$ cat src/rtl/cba_pkg.sv
// rtl/cba_pkg.sv - shared constants and helpers for the pipelined carry-bypass adder
package cba_pkg;

    localparam logic OP_ADD = 1'b0;
    localparam logic OP_SUB = 1'b1;

    function automatic int nblk(input int width, input int block);
        return width / block;
    endfunction

endpackage

$ cat src/rtl/cba_slice.sv
// rtl/cba_slice.sv - combinational BLOCK-bit ripple slice with carry-bypass mux
module cba_slice #(
    parameter int BLOCK = 8
) (
    input  logic [BLOCK-1:0] a_i,
    input  logic [BLOCK-1:0] b_i,
    input  logic             ci_i,
    output logic [BLOCK-1:0] s_o,
    output logic             co_o
);

    logic [BLOCK:0] c;
    logic           prop;

    always_comb begin
        c    = '0;
        s_o  = '0;
        c[0] = ci_i;
        for (int i = 0; i < BLOCK; i++) begin
            s_o[i]   = a_i[i] ^ b_i[i] ^ c[i];
            c[i+1]   = (a_i[i] & b_i[i]) | ((a_i[i] ^ b_i[i]) & c[i]);
        end
    end

    // A fully propagating slice forwards its carry-in without waiting on the ripple.
    assign prop = &(a_i ^ b_i);
    assign co_o = prop ? ci_i : c[BLOCK];

endmodule

$ cat src/rtl/cba_pipe_adder.sv
// rtl/cba_pipe_adder.sv - pipelined carry-bypass add/sub, one register stage per slice
module cba_pipe_adder
    import cba_pkg::*;
#(
    parameter int WIDTH = 32,
    parameter int BLOCK = 8
) (
    input  logic             clk,
    input  logic             rst_n,
    input  logic             in_valid,
    output logic             in_ready,
    input  logic             op,
    input  logic [WIDTH-1:0] a,
    input  logic [WIDTH-1:0] b,
    input  logic             cin,
    output logic             out_valid,
    input  logic             out_ready,
    output logic [WIDTH-1:0] sum,
    output logic             cout,
    output logic             ovf
);

    localparam int NBLK = nblk(WIDTH, BLOCK);

    if ((WIDTH % BLOCK) != 0 || NBLK < 1) begin : g_param_check
        $error("cba_pipe_adder: WIDTH must be a non-zero multiple of BLOCK");
    end

    logic [WIDTH-1:0] a_q [NBLK];
    logic [WIDTH-1:0] b_q [NBLK];
    logic [WIDTH-1:0] s_q [NBLK];
    logic [NBLK-1:0]  c_q;
    logic [NBLK-1:0]  vld_q;
    logic             ovf_q;

    logic [WIDTH-1:0] a_d  [NBLK];
    logic [WIDTH-1:0] b_d  [NBLK];
    logic [WIDTH-1:0] s_in [NBLK];
    logic [WIDTH-1:0] s_d  [NBLK];
    logic [NBLK-1:0]  c_in;
    logic [NBLK-1:0]  c_d;
    logic [NBLK-1:0]  vld_d;
    logic             ovf_d;
    logic [NBLK:0]    rdy;

    function automatic logic [WIDTH-1:0] put_slice(input logic [WIDTH-1:0] v,
                                                    input logic [BLOCK-1:0] s,
                                                    input int k);
        logic [WIDTH-1:0] r;
        r = v;
        r[k*BLOCK +: BLOCK] = s;
        return r;
    endfunction

    // A stage may load when it is empty or its successor is moving this cycle.
    always_comb begin
        rdy       = '0;
        rdy[NBLK] = out_ready;
        for (int k = NBLK - 1; k >= 0; k--) begin
            rdy[k] = !vld_q[k] || rdy[k+1];
        end
    end

    assign in_ready = rdy[0];

    for (genvar k = 0; k < NBLK; k++) begin : g_stage
        logic [BLOCK-1:0] s_slice;

        if (k == 0) begin : g_head
            assign a_d[0]   = a;
            assign b_d[0]   = (op == OP_SUB) ? ~b : b;
            assign c_in[0]  = (op == OP_SUB) ? 1'b1 : cin;
            assign s_in[0]  = '0;
            assign vld_d[0] = in_valid;
        end else begin : g_body
            assign a_d[k]   = a_q[k-1];
            assign b_d[k]   = b_q[k-1];
            assign c_in[k]  = c_q[k-1];
            assign s_in[k]  = s_q[k-1];
            assign vld_d[k] = vld_q[k-1];
        end

        cba_slice #(.BLOCK(BLOCK)) u_slice (
            .a_i  (a_d[k][k*BLOCK +: BLOCK]),
            .b_i  (b_d[k][k*BLOCK +: BLOCK]),
            .ci_i (c_in[k]),
            .s_o  (s_slice),
            .co_o (c_d[k])
        );

        assign s_d[k] = put_slice(s_in[k], s_slice, k);
    end

    // Carry into the MSB is recovered from the MSB sum bit and its operands.
    assign ovf_d = s_d[NBLK-1][WIDTH-1] ^ a_d[NBLK-1][WIDTH-1]
                 ^ b_d[NBLK-1][WIDTH-1] ^ c_d[NBLK-1];

    always_ff @(posedge clk or negedge rst_n) begin
        if (!rst_n) begin
            vld_q <= '0;
            c_q   <= '0;
            ovf_q <= 1'b0;
            for (int k = 0; k < NBLK; k++) begin
                a_q[k] <= '0;
                b_q[k] <= '0;
                s_q[k] <= '0;
            end
        end else begin
            for (int k = 0; k < NBLK; k++) begin
                if (rdy[k]) begin
                    vld_q[k] <= vld_d[k];
                    if (vld_d[k]) begin
                        s_q[k] <= s_d[k];
                        c_q[k] <= c_d[k];
                        if (k < NBLK - 1) begin
                            a_q[k] <= a_d[k];
                            b_q[k] <= b_d[k];
                        end
                    end
                end
            end
            if (rdy[NBLK-1] && vld_d[NBLK-1]) begin
                ovf_q <= ovf_d;
            end
        end
    end

    assign out_valid = vld_q[NBLK-1];
    assign sum       = s_q[NBLK-1];
    assign cout      = c_q[NBLK-1];
    assign ovf       = ovf_q;

endmodule

$ cat config.mk
export PLATFORM = sky130hd
export DESIGN_NAME = cba_pipe_adder
export DESIGN_NICKNAME = d
export VERILOG_FILES = /design/src/rtl/cba_pkg.sv /design/src/rtl/cba_slice.sv /design/src/rtl/cba_pipe_adder.sv
export SDC_FILE = /design/constraint.sdc
export NUM_CORES = 1
export LEC_CHECK = 0
export ABC_AREA = 1
export BUFFER_PORTS_ARGS = -buffer_cell sky130_fd_sc_hd__buf_4
export CAP_MARGIN = 5
export CORE_ASPECT_RATIO = 1.4
export CORE_MARGIN = 5
export CORE_UTILIZATION = 62
export DETAILED_ROUTE_END_ITERATION = 16
export GPL_TIMING_DRIVEN = 0
export MAX_ROUTING_LAYER = met4
export PLACE_DENSITY = 0.83
export SYNTH_ARGS = -nofsm -noshare
export SYNTH_HDL_FRONTEND = slang
export SYNTH_SLANG_ARGS = --single-unit
export TNS_END_PERCENT = 20
$ cat constraint.sdc
create_clock -name clk -period 8 [get_ports clk]
set_input_delay 0.8 -clock clk [delete_from_list [all_inputs] [get_ports clk]]
set_output_delay 0.8 -clock clk [all_outputs]
set_load 0.02 [all_outputs]
==> After elaboration in Yosys (flattened, before gate mapping) <==
Cells that the tools add are included.
{ "op_classes": {"addsub": 0, "mul": 0, "div_mod_pow": 0, "n_lt_le_gt_ge": 0, "eq_ne": 0, "shifts": 0, "n_mux": 6, "bitwise": 168, "reduce_logical": 17} }
{ "op_table": {"columns": ["operator", "count"], "rows": [
  ["XOR 1 bit", 67],
  ["bitwise AND 1 bit", 64],
  ["2-to-1 mux 32 bit", 1],
  ["NOT 32 bit", 1],
  ["OR 1 bit", 32],
  ["AND reduction 8 bit", 4],
  ["XOR 8 bit", 4],
  ["AND reduction 2 bit", 4],
  ["2-to-1 mux 1 bit", 5],
  ["logical NOT 1 bit", 4],
  ["logical OR 1 bit", 4],
  ["logical AND 1 bit", 1]
]} }
{ "totals": {"register_bits": 281, "latch_bits": 0, "ram_bits": 0, "rom_bits": 0, "input_bits": 70, "elab_cells": 210, "mem_count": 0} }

==> Depth between registers and ports, before layout <==
Gate-level depths: netlist (run 1).
{ "depth": {"word_depth": 20, "ltp_mapped": 19, "depth_no_buf": 19} }

==> Modules after synthesis <==
From an unflattened synthesis (run 1), not the netlist that was laid out.
{ "unflattened": {"cells_unflattened": 985, "hier_area_um2": 8882.3} }
{ "by_module_without_submodules": {"columns": ["module", "n_inst", "cells_each", "area_each_um2"], "rows": [
  ["cba_pipe_adder", 1, 841, 7516.0],
  ["cba_slice", 4, 36, 341.6]
]} }

==> Least setup slack after synthesis (run 1) <==
No wires, ideal clock.
{ "synth_timing": {"kind": "input to register", "start": "in op", "end": "reg s_q (netlist bit s_d[71])", "arrival_ns": 4.522, "required_time_ns": 7.883, "slack_ns": 3.361, "cell_stages": 15, "path_buffers": 2, "path_cell_list": "buf_2 buf_2 xor2_1 fa_1 inv_1 fa_1 fa_1 fa_1 fa_1 fa_1 fa_1 inv_1 fa_1 nand2_1 nand2_1"} }
{ "synth_via": {"elab_chain_len": 17, "word_cells_on_any_way": 32, "classes_between": "2 x mux; 30 x bitwise"} }
{ "synth_lines": {"columns": ["item", "line_no", "rtl"], "rows": [
  ["start, declared", "cba_pipe_adder.sv:12", "input logic op,"],
  ["2-to-1 mux 32 bit", "cba_pipe_adder.sv:71", "assign b_d[0] = (op == OP_SUB) ? ~b : b;"],
  ["XOR 1 bit", "cba_slice.sv:21", "c[i+1] = (a_i[i] & b_i[i]) | ((a_i[i] ^ b_i[i]) & c[i]);"],
  ["bitwise AND 1 bit", "cba_slice.sv:21", null],
  ["OR 1 bit", "cba_slice.sv:21", null],
  ["bitwise AND 1 bit", "cba_slice.sv:21", null],
  ["OR 1 bit", "cba_slice.sv:21", null],
  ["bitwise AND 1 bit", "cba_slice.sv:21", null],
  ["OR 1 bit", "cba_slice.sv:21", null],
  ["[2 not listed]", null, null],
  ["bitwise AND 1 bit", "cba_slice.sv:21", null],
  ["OR 1 bit", "cba_slice.sv:21", null],
  ["bitwise AND 1 bit", "cba_slice.sv:21", null],
  ["OR 1 bit", "cba_slice.sv:21", null],
  ["bitwise AND 1 bit", "cba_slice.sv:21", null],
  ["OR 1 bit", "cba_slice.sv:21", null],
  ["XOR 1 bit (*)", "cba_slice.sv:20", "s_o[i] = a_i[i] ^ b_i[i] ^ c[i];"],
  ["net g_stage[0].s_slice[7]", "cba_pipe_adder.sv:67", "logic [BLOCK-1:0] s_slice;"],
  ["end signal, assigned by index", "cba_pipe_adder.sv:113", "s_q[k] <= s_d[k];"],
  ["end, declared", "cba_pipe_adder.sv:31", "logic [WIDTH-1:0] s_q [NBLK];"]
]} }
The timed path passes the listed nets; every way through them passes the cells marked *.
A chain may end at the register's enable or synchronous reset.

==> Worst setup path in the final report (run 1) <==
Same ends and word-level chain as after synthesis.

==> results of run 1 <==
## final cells by class
cell class / count / share of cell area
plain buffers: 39 / 0.0217
multi-input cells: 610 / 0.336
flip-flops and latches: 185 / 0.456
clock buffers: 19 / 0.0446
clock inverters: 12 / 0.0138
well taps: 182 / 0.0224
inverters: 67 / 0.0248
repair buffers: 105 / 0.0804
## logic make-up after synthesis
kind of cell	count (synthesis)	share of synthesized area
and+or+nand+nor	421	0.191
DFF	185	0.544
AOI/OAI and AO/OA	93	0.0547
xor gates and xnor gates	32	0.0329
buffers and inverters	106	0.0554
adders and majority gates	64	0.122
## sequential cells by signal (all words and copies together) (netlist names)
name,flops
b_d,48
s_d,48
c_q,4
ovf,1
sum,32
a_d,48
vld_q,4
## layout by cell type, fill, tap and decap left out, drive strengths merged
cell	count
nand2	397
dfrtp	185
buf	136
o21ai	93
inv	71
fa	32
ha	32
xnor2	30
clkbuf	27
nand3	12
nor2	10
clkinv	4
xor2	2
clkinvlp	2
bufinv	2
nand4	1
or2	1
## metal layers
layer  GRT usage  vias to the layer above
met4      0.0884                        0
met1       0.298                     2958
met5           -                        -
met3      0.0360                       48
li1            -                     2984
met2       0.414                      165
## worst paths after layout
kind / from / end / slack [ps]
setup reg to reg: a_d[24] / ovf / 3800
max in group asynchronous: rst_n / a_d[24] / 6740
setup / recovery: op / s_d[71] / 3520
hold / removal: rst_n / s_d[37] / 320
hold reg to reg: a_d[60] / a_d[28] / 470
min in group clk: a_d[60] / a_d[28] / 470
## metrics by stage
step / setup WS, ps / area [µm²] / power [mW] / hold slack [ps]
floorplan: 3360 / 8510 / 2.27 / 442
global route: 3280 / 10200 / 3.85 / 363
global placement: 3130 / 9520 / 2.65 / 452
detailed placement: 3050 / 9560 / 2.73 / 455
finish: 3520 / 10200 / 3.59 / 318
CTS: 3490 / 10200 / 3.61 / 340
## where the power goes
| group | switching, mW | internal (mW) |
|---|---|---|
| logic | 0.763 | 0.490 |
| registers | 0.221 | 1.27 |
| clock network | 0.361 | 0.480 |
| total | 1.35 | 2.24 |
==> impl_metrics.env, run 1 <==
export IMPL_cts_tree="yes"
export IMPL_max_slew_margin_rel=0.609
export IMPL_crit_type="primary input to flop"
export IMPL_yosysMostFrequentCell="sky130_fd_sc_hd__nand2_1"
export IMPL_cts_inserted_buffers=17
export IMPL_hpwl_um=12800
export IMPL_synthesis_area_um2=8510
export IMPL_most_repeated_library_cell_on_the_critical_path="sky130_fd_sc_hd__fa_1"
export IMPL_utilization=0.755
export IMPL_clock_insertion_delay_worst_skew_ps=430
export IMPL_cts_htree_levels=4
export IMPL_cell_accounting_for_the_most_synthesized_area="sky130_fd_sc_hd__dfrtp_1"
export IMPL_met2_wirelength_um=9320
export IMPL_number_of_global_route_vias_before_repair=6266
export IMPL_drt_wirelength_per_cell_um=14.6
export IMPL_cts_hold_buffers_added=0
export IMPL_irDropWorstVdd_mv=0.183
export IMPL_arrival_ps=4790
export IMPL_detail_route_drc_violations=0
export IMPL_setup_violations_final=0
export IMPL_synth_yosys_seq_area_share=0.544
export IMPL_critical_path_endpoint_type="flop"
export IMPL_outcome="finished, final reports clean"
export IMPL_drt_iter0_drc=361
export IMPL_timing_critical_path_depth=15
export IMPL_hold_path_class="primary input to asynchronous set/reset pin"
export IMPL_post_route_period_util=0.560
export IMPL_synth_avg_cell_area_um2=9.45
export IMPL_floorplan_die_area_um2=16200
export IMPL_finish_cell_count_without_fillers=1219
export IMPL_final_hold_violating_endpoints=0
export IMPL_post_cts_repair_setup_buffers=0
export IMPL_worstPathBufferInverterCount=4
export IMPL_number_of_top_level_design_ports=106
export IMPL_yosys_warnings=0
export IMPL_timing_setup_tns_ps=0
export IMPL_vias=6155
export IMPL_cts_root_buffer="sky130_fd_sc_hd__clkbuf_16"
export IMPL_detail_route_antenna_nets=0
export IMPL_synth_top_cell_area_share=0.544
export IMPL_io_buffers=104
export IMPL_nets=1159
export IMPL_globalRouteOverflowTotal=0
export IMPL_layout_skew_ps=8.48
export IMPL_die_x_um=109
export IMPL_cts_resized_gates=0
export IMPL_grt_antenna_before_repair=0
export IMPL_synthesis_nets=1035
export IMPL_area_sequential_um2=4630
export IMPL_max_slew_worst_pin_slew_ps=587
export IMPL_ys_seq_elements=185
export IMPL_floorplan_die_height_um=149
export IMPL_grt_use_total=0.245
export IMPL_num_rows=50
export IMPL_async_reset_ff_frac=1.00
export IMPL_drt_total_wl_um=17700
export IMPL_maxUsedRoutingLayer="met4"
export IMPL_path_delay_family="adder cells"
export IMPL_core_area_um2=13500
export IMPL_cts_buffer_depth=2
export IMPL_cap_violations=0
export IMPL_fraction_of_layout_instances_using_a_drive_strength_above_1=0.171
export IMPL_area_of_combinational_cells_with_multiple_inputs_um2=3410
export IMPL_via_per_instance_ratio=5.05
export IMPL_r2r_cells=19
export IMPL_clk_pin_slew_worst_paths_ps=70
export IMPL_met1_length_um=7160
export IMPL_slew_violations=0
export IMPL_grt_first_pass_wirelength_um=30000
export IMPL_period_needed_ps=4480
export IMPL_maximum_number_of_pins_on_one_net_before_global_route_repair=116
export IMPL_cp_data_required_time_ps=8320
export IMPL_synthToLayoutAreaGrowth_pct=19.2
export IMPL_max_clock_freq_mhz=223
export IMPL_post_synth_main_area_contributors="sky130_fd_sc_hd__dfrtp_1 (54%), sky130_fd_sc_hd__nand2_1 (17%), sky130_fd_sc_hd__fa_1 (7.5%)"
export IMPL_clock_sinks=185
export IMPL_crit_path_cell_trace="buf_2 -> buf_2 -> xor2_1 -> fa_1 -> inv_1 -> fa_1 -> fa_1 -> fa_1 -> fa_1 -> fa_1 -> fa_1 -> inv_1 -> fa_1 -> nand2_1 -> nand2_1"
export IMPL_gp_routability_congestion=0.826
export IMPL_initial_core_util=0.633
export IMPL_post_place_cells=1188
export IMPL_leakage_nw=5.34
export IMPL_netlist_cell_type_count=22
export IMPL_p_per_area_nw_per_um2=353
export IMPL_cp_slowest_stage_delay_ps=430
export IMPL_n_fill_cell=943
export IMPL_yosys_most_used_dff="sky130_fd_sc_hd__dfrtp_1"
export IMPL_worst_path_slowest_cell="sky130_fd_sc_hd__fa_1"
export IMPL_rsz0062_at_grt="no"
export IMPL_critical_path_startpoint_type="primary input"
export IMPL_wl_met3_um=792
export IMPL_max_fanout_on_critical_path=10
export IMPL_synthCells=901
export IMPL_synth_edf_count=0
export IMPL_drt_pre_antenna_iters=5
export IMPL_antennaDiodeCount=0
export IMPL_post_synth_most_frequent_cells="sky130_fd_sc_hd__nand2_1 (395), sky130_fd_sc_hd__dfrtp_1 (185), sky130_fd_sc_hd__inv_1 (64), sky130_fd_sc_hd__o21ai_0 (54), sky130_fd_sc_hd__o21ai_1 (39)"
(Power assumes the default switching activity.)
==> run 2: changes to the inputs <==
--- a/config.mk
+++ b/config.mk
@@ -10,11 +10,11 @@
 export CAP_MARGIN = 5
 export CORE_ASPECT_RATIO = 1.4
 export CORE_MARGIN = 5
-export CORE_UTILIZATION = 62
+export CORE_UTILIZATION = 58
 export DETAILED_ROUTE_END_ITERATION = 16
 export GPL_TIMING_DRIVEN = 0
 export MAX_ROUTING_LAYER = met4
-export PLACE_DENSITY = 0.83
+export PLACE_DENSITY = 0.79
 export SYNTH_ARGS = -nofsm -noshare
 export SYNTH_HDL_FRONTEND = slang
 export SYNTH_SLANG_ARGS = --single-unit
==> constraint.sdc (replaced) <==
create_clock -name clk -period 4.2 [get_ports clk]
set_input_delay 0.42 -clock clk [delete_from_list [all_inputs] [get_ports clk]]
set_output_delay 0.42 -clock clk [all_outputs]
set_load 0.02 [all_outputs]
==> impl_metrics.env, run 2 (synthesis results as in run 1) <==
export IMPL_cp_slowest_stage_delay_ps=440
export IMPL_grt_antenna_before_repair=0
export IMPL_arrival_ps=4290
export IMPL_most_repeated_library_cell_on_the_critical_path="sky130_fd_sc_hd__fa_1"
export IMPL_maximum_number_of_pins_on_one_net_before_global_route_repair=121
export IMPL_number_of_top_level_design_ports=106
export IMPL_outcome="finished, final reports clean"
export IMPL_finish_cell_count_without_fillers=1229
export IMPL_n_fill_cell=1097
export IMPL_hold_path_class="primary input to flop"
export IMPL_fraction_of_layout_instances_using_a_drive_strength_above_1=0.180
export IMPL_detail_route_antenna_nets=0
export IMPL_io_buffers=104
export IMPL_area_sequential_um2=4630
export IMPL_die_x_um=112
export IMPL_critical_path_startpoint_type="primary input"
export IMPL_drt_total_wl_um=17500
export IMPL_nets=1162
export IMPL_num_rows=52
export IMPL_post_route_period_util=0.947
export IMPL_clock_sinks=185
export IMPL_utilization=0.705
export IMPL_final_hold_violating_endpoints=0
export IMPL_slew_violations=0
export IMPL_layout_skew_ps=8.73
export IMPL_cts_buffer_depth=2
export IMPL_crit_path_cell_trace="buf_2 -> buf_4 -> xor2_2 -> fa_1 -> inv_1 -> fa_1 -> fa_1 -> fa_1 -> fa_1 -> fa_1 -> fa_1 -> inv_1 -> fa_1 -> nand2_1 -> nand2_1"
export IMPL_hpwl_um=12800
export IMPL_grt_first_pass_wirelength_um=30200
export IMPL_max_fanout_on_critical_path=10
export IMPL_synthToLayoutAreaGrowth_pct=19.6
export IMPL_cts_tree="yes"
export IMPL_period_needed_ps=3980
export IMPL_globalRouteOverflowTotal=0
export IMPL_irDropWorstVdd_mv=0.296
export IMPL_initial_core_util=0.589
export IMPL_setup_violations_final=0
export IMPL_clock_insertion_delay_worst_skew_ps=420
export IMPL_cts_root_buffer="sky130_fd_sc_hd__clkbuf_16"
export IMPL_vias=6063
export IMPL_cap_violations=0
export IMPL_number_of_global_route_vias_before_repair=6245
export IMPL_mostFrequentLayoutCell="sky130_fd_sc_hd__nand2_1"
export IMPL_grt_use_total=0.222
export IMPL_cts_inserted_buffers=17
export IMPL_cp_data_required_time_ps=4510
export IMPL_crit_type="primary input to flop"
export IMPL_rsz0062_at_grt="no"
export IMPL_clk_pin_slew_worst_paths_ps=70
export IMPL_most_common_layout_cells="sky130_fd_sc_hd__nand2_1 (395), sky130_fd_sc_hd__dfrtp_1 (185), sky130_fd_sc_hd__buf_4 (110)"
export IMPL_detail_route_drc_violations=0
export IMPL_floorplan_die_height_um=153
export IMPL_p_per_area_nw_per_um2=661
export IMPL_critical_path_endpoint_type="flop"
export IMPL_max_slew_worst_pin_slew_ps=576
export IMPL_max_slew_margin_rel=0.616
export IMPL_via_per_instance_ratio=4.93
export IMPL_design_power_total_mw=6.73
export IMPL_area_of_combinational_cells_with_multiple_inputs_um2=3430
export IMPL_floorplan_die_area_um2=17200
export IMPL_drt_pre_antenna_iters=4
export IMPL_gp_routability_congestion=0.839
export IMPL_antennaDiodeCount=0
export IMPL_post_place_cells=1195
export IMPL_core_area_um2=14400
export IMPL_max_clock_freq_mhz=251
export IMPL_drt_iter0_drc=372
export IMPL_worst_path_slowest_cell="sky130_fd_sc_hd__fa_1"
export IMPL_drt_wirelength_per_cell_um=14.2
export IMPL_leakage_nw=5.34
export IMPL_cts_htree_levels=4
run 2: cell types whose count changed in the layout (fill, tap and decap cells not counted):
cell | before | now
sky130_fd_sc_hd__clkinv_4 | 2 | 5
sky130_fd_sc_hd__buf_4 | 107 | 110
sky130_fd_sc_hd__bufinv_16 | 2 | 1
sky130_fd_sc_hd__inv_2 | 3 | 5
sky130_fd_sc_hd__dlygate4sd3_1 | 0 | 1
sky130_fd_sc_hd__fa_1 | 32 | 27
sky130_fd_sc_hd__inv_6 | 3 | 1
sky130_fd_sc_hd__inv_1 | 64 | 62
sky130_fd_sc_hd__xor2_2 | 0 | 1
sky130_fd_sc_hd__fa_2 | 0 | 5
sky130_fd_sc_hd__xor2_1 | 2 | 1
sky130_fd_sc_hd__buf_2 | 23 | 22
run 2: final timing paths:
path / from / to / slack [ps] / depth (start not counted)
min in group asynchronous: rst_n / b_d[75] / 540 / 2
min: a[21] / a_d[85] / 190 / 3
max: op / s_d[71] / 220 / 15
max reg2reg: c_q[2] / ovf / 280 / 19
max in group asynchronous: rst_n / a_d[56] / 2730 / 3
min reg2reg: sum[9] / sum[9] / 470 / 2
run 2: power breakdown:
group | total, mW | leakage [nW] | internal [mW] | switching, mW
Clock | 1.53 | 0.277 | 0.853 | 0.681
Sequential | 2.84 | 2.30 | 2.42 | 0.415
Combinational | 2.36 | 2.76 | 0.938 | 1.42
run 2: metrics by stage:
| stage | TNS, ps | hold slack [ps] | instance area (µm²) | setup WS [ps] |
|---|---|---|---|---|
| detailed placement | -390 | 398 | 9570 | -307 |
| global route | 0 | 187 | 10200 | 17.3 |
| floorplan | 0 | 124 | 8520 | 11.4 |
| CTS | 0 | 182 | 10200 | 21.8 |
| finish | 0 | 187 | 10200 | 221 |
| global placement | -212 | 451 | 9530 | -212 |
run 2: routing by layer:
| layer | wire length (µm) | up-vias | GRT usage |
|---|---|---|---|
| met5 | 0 | - | - |
| met4 | 286 | 0 | 0.0596 |
| met1 | 7290 | 2893 | 0.281 |
| met3 | 732 | 29 | 0.0340 |
| li1 | - | 3004 | - |
| met2 | 9140 | 137 | 0.374 |
run 2: layout make-up:
type | count | share of cell area
clock buffers | 19 | 0.0445
well taps | 189 | 0.0232
plain buffers | 39 | 0.0219
multi-input cells | 610 | 0.337
repair buffers | 108 | 0.0825
inverters | 67 | 0.0247
clock inverters | 12 | 0.0117
flip-flops and latches | 185 | 0.454
run 2: timing repair:
item | CTS | global route
setup endpoints to repair | 0 | 2
hold buffers | 1 | 0
hold endpoints to repair | 65 | 0
resized for setup | 0 | 8
buffers inserted | 0 | 2
run 2: critical path, delay by kind of cell:
family,cells,cell delay (ps)
xor gates and xnor gates,1,200
and+or+nand+nor,2,150
buffers and inverters,4,510
adders and majority gates,8,3000
